## config.mk

```make
export PLATFORM = sky130hd
export DESIGN_NAME = imem_loader_flat
export DESIGN_NICKNAME = d
export VERILOG_FILES = /design/src/rtl/imem_loader_pkg.sv /design/src/rtl/imem_loader_if.sv /design/src/rtl/imem_loader_fsm.sv /design/src/rtl/imem_loader.sv /design/src/flat_wrapper.sv
export SDC_FILE = /design/constraint.sdc
export NUM_CORES = 1
export LEC_CHECK = 0
export ABC_CLOCK_PERIOD_IN_PS = 2760
export CELL_PAD_IN_SITES_DETAIL_PLACEMENT = 0
export CELL_PAD_IN_SITES_GLOBAL_PLACEMENT = 1
export CORE_ASPECT_RATIO = 0.5
export CORE_MARGIN = 10
export CORE_UTILIZATION = 45
export CTS_BUF_LIST = sky130_fd_sc_hd__clkbuf_8
export CTS_CLUSTER_SIZE = 12
export DETAILED_ROUTE_END_ITERATION = 8
export PLACE_DENSITY = 0.9
export SYNTH_ARGS = -nofsm -noshare
export SYNTH_HDL_FRONTEND = slang
export SYNTH_SLANG_ARGS = --single-unit
```

## constraint.sdc

```tcl
create_clock -name clk -period 2.76 [get_ports clk]
set_input_delay 0.276 -clock clk [delete_from_list [all_inputs] [get_ports clk]]
set_output_delay 0.276 -clock clk [all_outputs]
set_load 0.02 [all_outputs]
```

## src/rtl/imem_loader_pkg.sv

```systemverilog
// Shared definitions for the instruction-memory loader: loader state encoding
// and the instruction memory size in bytes.
package imem_loader_pkg;

   localparam int IMEM_DEPTH = 512;

   typedef enum logic [2:0] {
      IDLE   = 3'd0,
      LEN_HI = 3'd1,
      LEN_LO = 3'd2,
      DATA   = 3'd3,
      CHK    = 3'd4,
      DONE   = 3'd5,
      ERROR  = 3'd6
   } state_t;

endpackage

```

## src/rtl/imem_loader_if.sv

```systemverilog
// Byte-stream input and instruction-memory byte write port of the loader.
// master = loader side, slave = byte source / memory side.
interface imem_loader_if
   import imem_loader_pkg::*;
#(
   parameter int ADDR_W = $clog2(IMEM_DEPTH)
);
   logic [7:0]        rx_data;
   logic              rx_valid;
   logic              rx_ready;
   logic              mem_we;
   logic [ADDR_W-1:0] mem_addr;
   logic [7:0]        mem_wdata;

   modport master (
      input  rx_data, rx_valid,
      output rx_ready, mem_we, mem_addr, mem_wdata
   );

   modport slave (
      output rx_data, rx_valid,
      input  rx_ready, mem_we, mem_addr, mem_wdata
   );
endinterface

```

## src/rtl/imem_loader_fsm.sv

```systemverilog
// Loader control: state register, 16-bit byte counter and length register.
// Optional macro IMEM_LOADER_CHECKSUM_EN routes the end of the image through CHK.
module imem_loader_fsm
   import imem_loader_pkg::*;
#(
   parameter int DEPTH  = IMEM_DEPTH,
   parameter int ADDR_W = 9
) (
   input  logic              clk,
   input  logic              rst_n,
   input  logic              start,
   input  logic [7:0]        rx_data,
   input  logic              rx_valid,
   input  logic              chk_ok,
   output logic              rx_ready,
   output logic              busy,
   output logic              done,
   output logic              err,
   output logic              cpu_hold,
   output logic              data_xfer,
   output logic [ADDR_W-1:0] wr_addr
);

   localparam logic [16:0] DEPTH_17 = 17'(DEPTH);
`ifdef IMEM_LOADER_CHECKSUM_EN
   localparam state_t END_ST = CHK;
`else
   localparam state_t END_ST = DONE;
`endif

   state_t      state, state_nxt;
   logic [15:0] counter;
   logic [15:0] len;
   logic [7:0]  len_hi;
   logic        xfer;
   logic [15:0] len_rx;
   logic        len_bad;
   logic        last_byte;

   assign xfer      = rx_valid && rx_ready;
   assign len_rx    = {len_hi, rx_data};
   assign len_bad   = ({1'b0, len_rx} > DEPTH_17) || (len_rx[1:0] != 2'b00);
   assign last_byte = (counter == len - 16'd1);
   assign data_xfer = (state == DATA) && xfer;
   assign wr_addr   = counter[ADDR_W-1:0];

   always_ff @(posedge clk or negedge rst_n) begin
      if (!rst_n) begin
         state   <= IDLE;
         counter <= '0;
         len     <= '0;
         len_hi  <= '0;
      end else begin
         state <= state_nxt;
         if (state == LEN_HI && xfer)
            len_hi <= rx_data;
         if (state == LEN_LO && xfer) begin
            len     <= len_rx;
            counter <= '0;
         end
         if (data_xfer)
            counter <= counter + 16'd1;
      end
   end

   always_comb begin
      state_nxt = state;
      case (state)
         IDLE, DONE, ERROR: if (start) state_nxt = LEN_HI;
         LEN_HI:            if (xfer) state_nxt = LEN_LO;
         LEN_LO: begin
            if (xfer) begin
               if (len_bad)
                  state_nxt = ERROR;
               else if (len_rx == 16'd0)
                  state_nxt = END_ST;
               else
                  state_nxt = DATA;
            end
         end
         DATA:              if (xfer && last_byte) state_nxt = END_ST;
         CHK:               if (xfer) state_nxt = chk_ok ? DONE : ERROR;
         default:           state_nxt = IDLE;
      endcase
   end

   always_comb begin
      rx_ready = 1'b0;
      busy     = 1'b0;
      done     = 1'b0;
      err      = 1'b0;
      cpu_hold = 1'b1;
      case (state)
         LEN_HI, LEN_LO, DATA, CHK: begin
            rx_ready = 1'b1;
            busy     = 1'b1;
         end
         DONE: begin
            done     = 1'b1;
            cpu_hold = 1'b0;
         end
         ERROR:   err = 1'b1;
         default: ;
      endcase
   end

endmodule

```

## src/rtl/imem_loader.sv

```systemverilog
// Length-prefixed byte-stream loader for the byte-addressed instruction memory.
// Optional macro IMEM_LOADER_CHECKSUM_EN adds a trailing XOR checksum byte.
module imem_loader
   import imem_loader_pkg::*;
#(
   parameter int DEPTH  = IMEM_DEPTH,
   parameter int ADDR_W = 9
) (
   input  logic          clk,
   input  logic          rst_n,
   input  logic          start,
   imem_loader_if.master bus,
   output logic          busy,
   output logic          done,
   output logic          err,
   output logic          cpu_hold
);

   logic              data_xfer;
   logic              chk_ok;
   logic [ADDR_W-1:0] wr_addr;
   logic              we_p1;
   logic [ADDR_W-1:0] addr_p1;
   logic [7:0]        wdata_p1;

   imem_loader_fsm #(
      .DEPTH  (DEPTH),
      .ADDR_W (ADDR_W)
   ) u_fsm (
      .clk       (clk),
      .rst_n     (rst_n),
      .start     (start),
      .rx_data   (bus.rx_data),
      .rx_valid  (bus.rx_valid),
      .chk_ok    (chk_ok),
      .rx_ready  (bus.rx_ready),
      .busy      (busy),
      .done      (done),
      .err       (err),
      .cpu_hold  (cpu_hold),
      .data_xfer (data_xfer),
      .wr_addr   (wr_addr)
   );

   // p0 -> p1: accepted data byte becomes a one-cycle write on the next cycle
   always_ff @(posedge clk or negedge rst_n) begin
      if (!rst_n) begin
         we_p1    <= 1'b0;
         addr_p1  <= '0;
         wdata_p1 <= '0;
      end else begin
         we_p1 <= data_xfer;
         if (data_xfer) begin
            addr_p1  <= wr_addr;
            wdata_p1 <= bus.rx_data;
         end
      end
   end

   assign bus.mem_we    = we_p1;
   assign bus.mem_addr  = addr_p1;
   assign bus.mem_wdata = wdata_p1;

`ifdef IMEM_LOADER_CHECKSUM_EN
   logic [7:0] xor_acc;

   // Cleared by an honoured start so each image is checked on its own bytes.
   always_ff @(posedge clk or negedge rst_n) begin
      if (!rst_n)
         xor_acc <= '0;
      else if (start && !busy)
         xor_acc <= '0;
      else if (data_xfer)
         xor_acc <= xor_acc ^ bus.rx_data;
   end

   assign chk_ok = (bus.rx_data == xor_acc);
`else
   assign chk_ok = 1'b0;
`endif

endmodule

```

## src/flat_wrapper.sv

```systemverilog
// flat-port wrapper written by rule: the top's interface ports become plain ports
module imem_loader_flat import imem_loader_pkg::*;
#(
   parameter int DEPTH  = IMEM_DEPTH,
   parameter int ADDR_W = 9
)
  (clk, rst_n, start, busy, done, err, cpu_hold, bus_rx_data, bus_rx_valid, bus_rx_ready, bus_mem_we, bus_mem_addr, bus_mem_wdata);
  imem_loader_if #(.ADDR_W(ADDR_W)) bus_i ();
  input  logic clk;
  input  logic rst_n;
  input  logic start;
  output logic busy;
  output logic done;
  output logic err;
  output logic cpu_hold;
  input wire logic [$bits(bus_i.rx_data)-1:0] bus_rx_data;
  input wire logic [$bits(bus_i.rx_valid)-1:0] bus_rx_valid;
  output wire logic [$bits(bus_i.rx_ready)-1:0] bus_rx_ready;
  output wire logic [$bits(bus_i.mem_we)-1:0] bus_mem_we;
  output wire logic [$bits(bus_i.mem_addr)-1:0] bus_mem_addr;
  output wire logic [$bits(bus_i.mem_wdata)-1:0] bus_mem_wdata;
  assign bus_i.rx_data = bus_rx_data;
  assign bus_i.rx_valid = bus_rx_valid;
  assign bus_rx_ready = bus_i.rx_ready;
  assign bus_mem_we = bus_i.mem_we;
  assign bus_mem_addr = bus_i.mem_addr;
  assign bus_mem_wdata = bus_i.mem_wdata;
  imem_loader #(.DEPTH(DEPTH), .ADDR_W(ADDR_W)) u_core (.clk(clk), .rst_n(rst_n), .start(start), .bus(bus_i), .busy(busy), .done(done), .err(err), .cpu_hold(cpu_hold));
endmodule
```

==> flow_summary.yaml <==
worst_setup_path:
  worstPathRequired_ns: 3.00
  r2r_end: "u_core.u_fsm.state[1]"
  r2r_setup_slack_ns: 0.35
  endpoint: "u_core.u_fsm.state[1]"
  r2r-start: "u_core.u_fsm.len[0]"
  cp-start-kind: "register"
  arrival_ns: 2.65
  worst_r2r_path_depth: 8
  worstSetupPathType: "reg -> reg"
  crit_fanout: 7
  critPathLaunch: "u_core.u_fsm.len[0]"
  crit_path_end_kind: "register"
global_routing:
  track_usage: 0.147
  first_global_vias: 2541
  overflow: 0
  grt_max_degree: 38
  grt_antenna_before_repair: 0
  grt_pass1_wl_um: 13100
placed_design:
  post_dp_cell_area_um2: 3680
  place_ws_ns: 0.371
  dpl.hpwl_um: 5920
  io_buffers: 34
  globalplace.congestion: 0.951
layout:
  nNetsFinal: 363
  antenna_cells: 0
  layout-area-overhead-vs-synth_pct: 20.6
  final_common_cell: "dfrtp_1"
  fillers: 570
  layout_common_cells: "61 x dfrtp_1, 35 x mux2_2, 33 x clkdlybuf4s50_1"
  final_layout_size_suffix_gt1_frac: 0.192
  fin_area_um2: 3910
die:
  start_util: 0.475
  fp.dieW_um: 140
  dieHeight_um: 80.0
  die_area_um2: 11200
  rows: 21
  io_pins: 35
  core_um2: 6830
detailed_routing:
  dr.pass1.iters: 5
  drt_iter0_markers: 226
  routed_via_density: 5.85
  postRouteWirelength_um: 8000
  ant_nets: 0
  drc: 0
  wl_per_cell_um: 17.9
  num_vias: 2610
clock_tree:
  path_clk_slew_ns: 0.07
  cts_hold_buf: 1
  insertion_delay_ns: 0.35
  cts_sinks: 61
  tritoncts: "yes"
  cts_made_buffers: 9
  cts_max_path_buffers: 2
  cts_root_buf: "clkbuf_8"
  post_cts_buffers: 0
  ctsResizeCount: 0
  htree_levels: 3
timing:
  fin_ws_ns: 0.353
  tightest_slew_ns: 0.523
  whs_ns: 0.434
  post-route-min-period_ns: 2.41
  fmax_ghz: 0.415
  setup_violations: 0
  rsz0062_at_grt: "false"
  timing.setup.tns_ns: 0
  slew_headroom: 0.651
  finalHoldViolCount: 0
  drv_slew: 0
  clock_skew_ns: 0.00572
  period_share: 0.872
run:
  max-cap-violations: 0
pwr:
  p_total_w: 0.00453
  ir_drop_uv: 644
  powerDensity_nw_per_um2: 1160
  p_leak_nw: 1.67
synth:
  yosysWarningCount: 0
  ys_types: 52
  mappedNetlistArea_um2: 3240
  synth_edf_count: 0
  synth-async-reset-ratio: 1.00
  syn_inst: 310
  ys.flop_type: "dfrtp_1"
  synth-seq-cells: 61
  synth_nets: 324
  syn_avg_cell_area_um2: 10.5
  yosysSeqAreaShare: 0.471
outcome:
  status: "finished, final reports clean"
hold_path:
  min_path_type: "in -> async"
-- through the flow --
step                      utilization  cells
final                           0.573    446
after global routing            0.573    446
after CTS                       0.573    446
after detailed placement        0.538    429
after global placement          0.538    429
after floorplan                     -    310
-- area by class of cell --
cell class	count	area, µm²	share of cell area
clock buffers	10	138	0.0352
multi-input cells	223	1600	0.409
well taps	92	115	0.0294
flip-flops and latches	61	1530	0.390
repair buffers	43	405	0.104
inverters	11	41.3	0.0106
clock inverters	6	86.3	0.0221
-- kinds of logic (layout without fill, tap and decap cells) --
logic type               count (synthesis)  count (layout)  synth area share
XOR/XNOR                                21              21            0.0567
AO/OA/AOI/OAI                           66              66             0.132
adder cells (fa/ha/maj)                  2               2           0.00771
buffers and inverters                   26              70            0.0359
AND/OR/NAND/NOR                         95              95             0.163
multiplexers                            39              39             0.134
flip-flops                              61              61             0.471
-- how the worst min path moves through the flow --
stage,endpoint,slack (ns),cells after the start
after global routing,u_core.bus.mem_wdata[6],0.49,2
final,u_core.bus.mem_wdata[6],0.43,2
after CTS,u_core.bus.mem_wdata[2],0.43,2
after floorplan,u_core.bus.mem_addr[0],-0.02,0
after detailed placement,u_core.bus.mem_wdata[6],0.28,1
after global placement,u_core.bus.mem_wdata[6],0.27,1
-- state kept, by name, summed over array words and instances, names as in the netlist --
register              cells
u_core.u_fsm.counter     16
u_core.u_fsm.len         16
u_core.bus.mem_addr       9
u_core.bus.mem_wdata      8
u_core.u_fsm.len_hi       8
u_core.u_fsm.state        3
u_core.bus.mem_we         1
-- critical path, cell delays in order, from the launching register on --
cell and delay (ns):
dfrtp_1 0.42, inv_1 0.09, ha_1 0.19, nor4b_4 0.39
a21oi_1 0.12, or4_1 0.48, nor3_1 0.22, nand4_1 0.15
a31o_1 0.25
-- synth_stat cells, types with 3 or more instances --
master,count,share of area
buf_2,6,0.0093
nor3_1,7,0.011
inv_1,11,0.013
or4_1,3,0.0069
nand4_1,6,0.012
a31oi_1,5,0.0096
and3_1,4,0.0077
mux2_2,35,0.12
nor2b_1,3,0.0058
o21ai_0,20,0.031
nand2_1,29,0.034
nor4_1,6,0.012
dfrtp_1,61,0.47
nor2_1,13,0.015
xor2_1,11,0.030
nand3_1,11,0.017
a21oi_1,11,0.017
clkbuf_1,7,0.0081
o31ai_1,4,0.0093
xnor2_1,10,0.027
mux2i_1,3,0.0093
a22o_1,6,0.016
-- layer usage --
layer  vias to the layer above  global-route usage  routed length [µm]
met5                         -                   0                   0
met4                         0              0.0553                 110
met3                         9              0.0529                 571
li1                       1208                   -                   -
met2                        83               0.229                3680
met1                      1310               0.185                3630
-- report_power, final --
part / switching (W) / total (W) / internal, W
combinational: 0.000972 / 0.00193 / 0.000963
clock: 0.000359 / 0.000889 / 0.000530
sequential: 0.000461 / 0.00171 / 0.00125
Note: power is estimated with default switching activity, not from simulation.
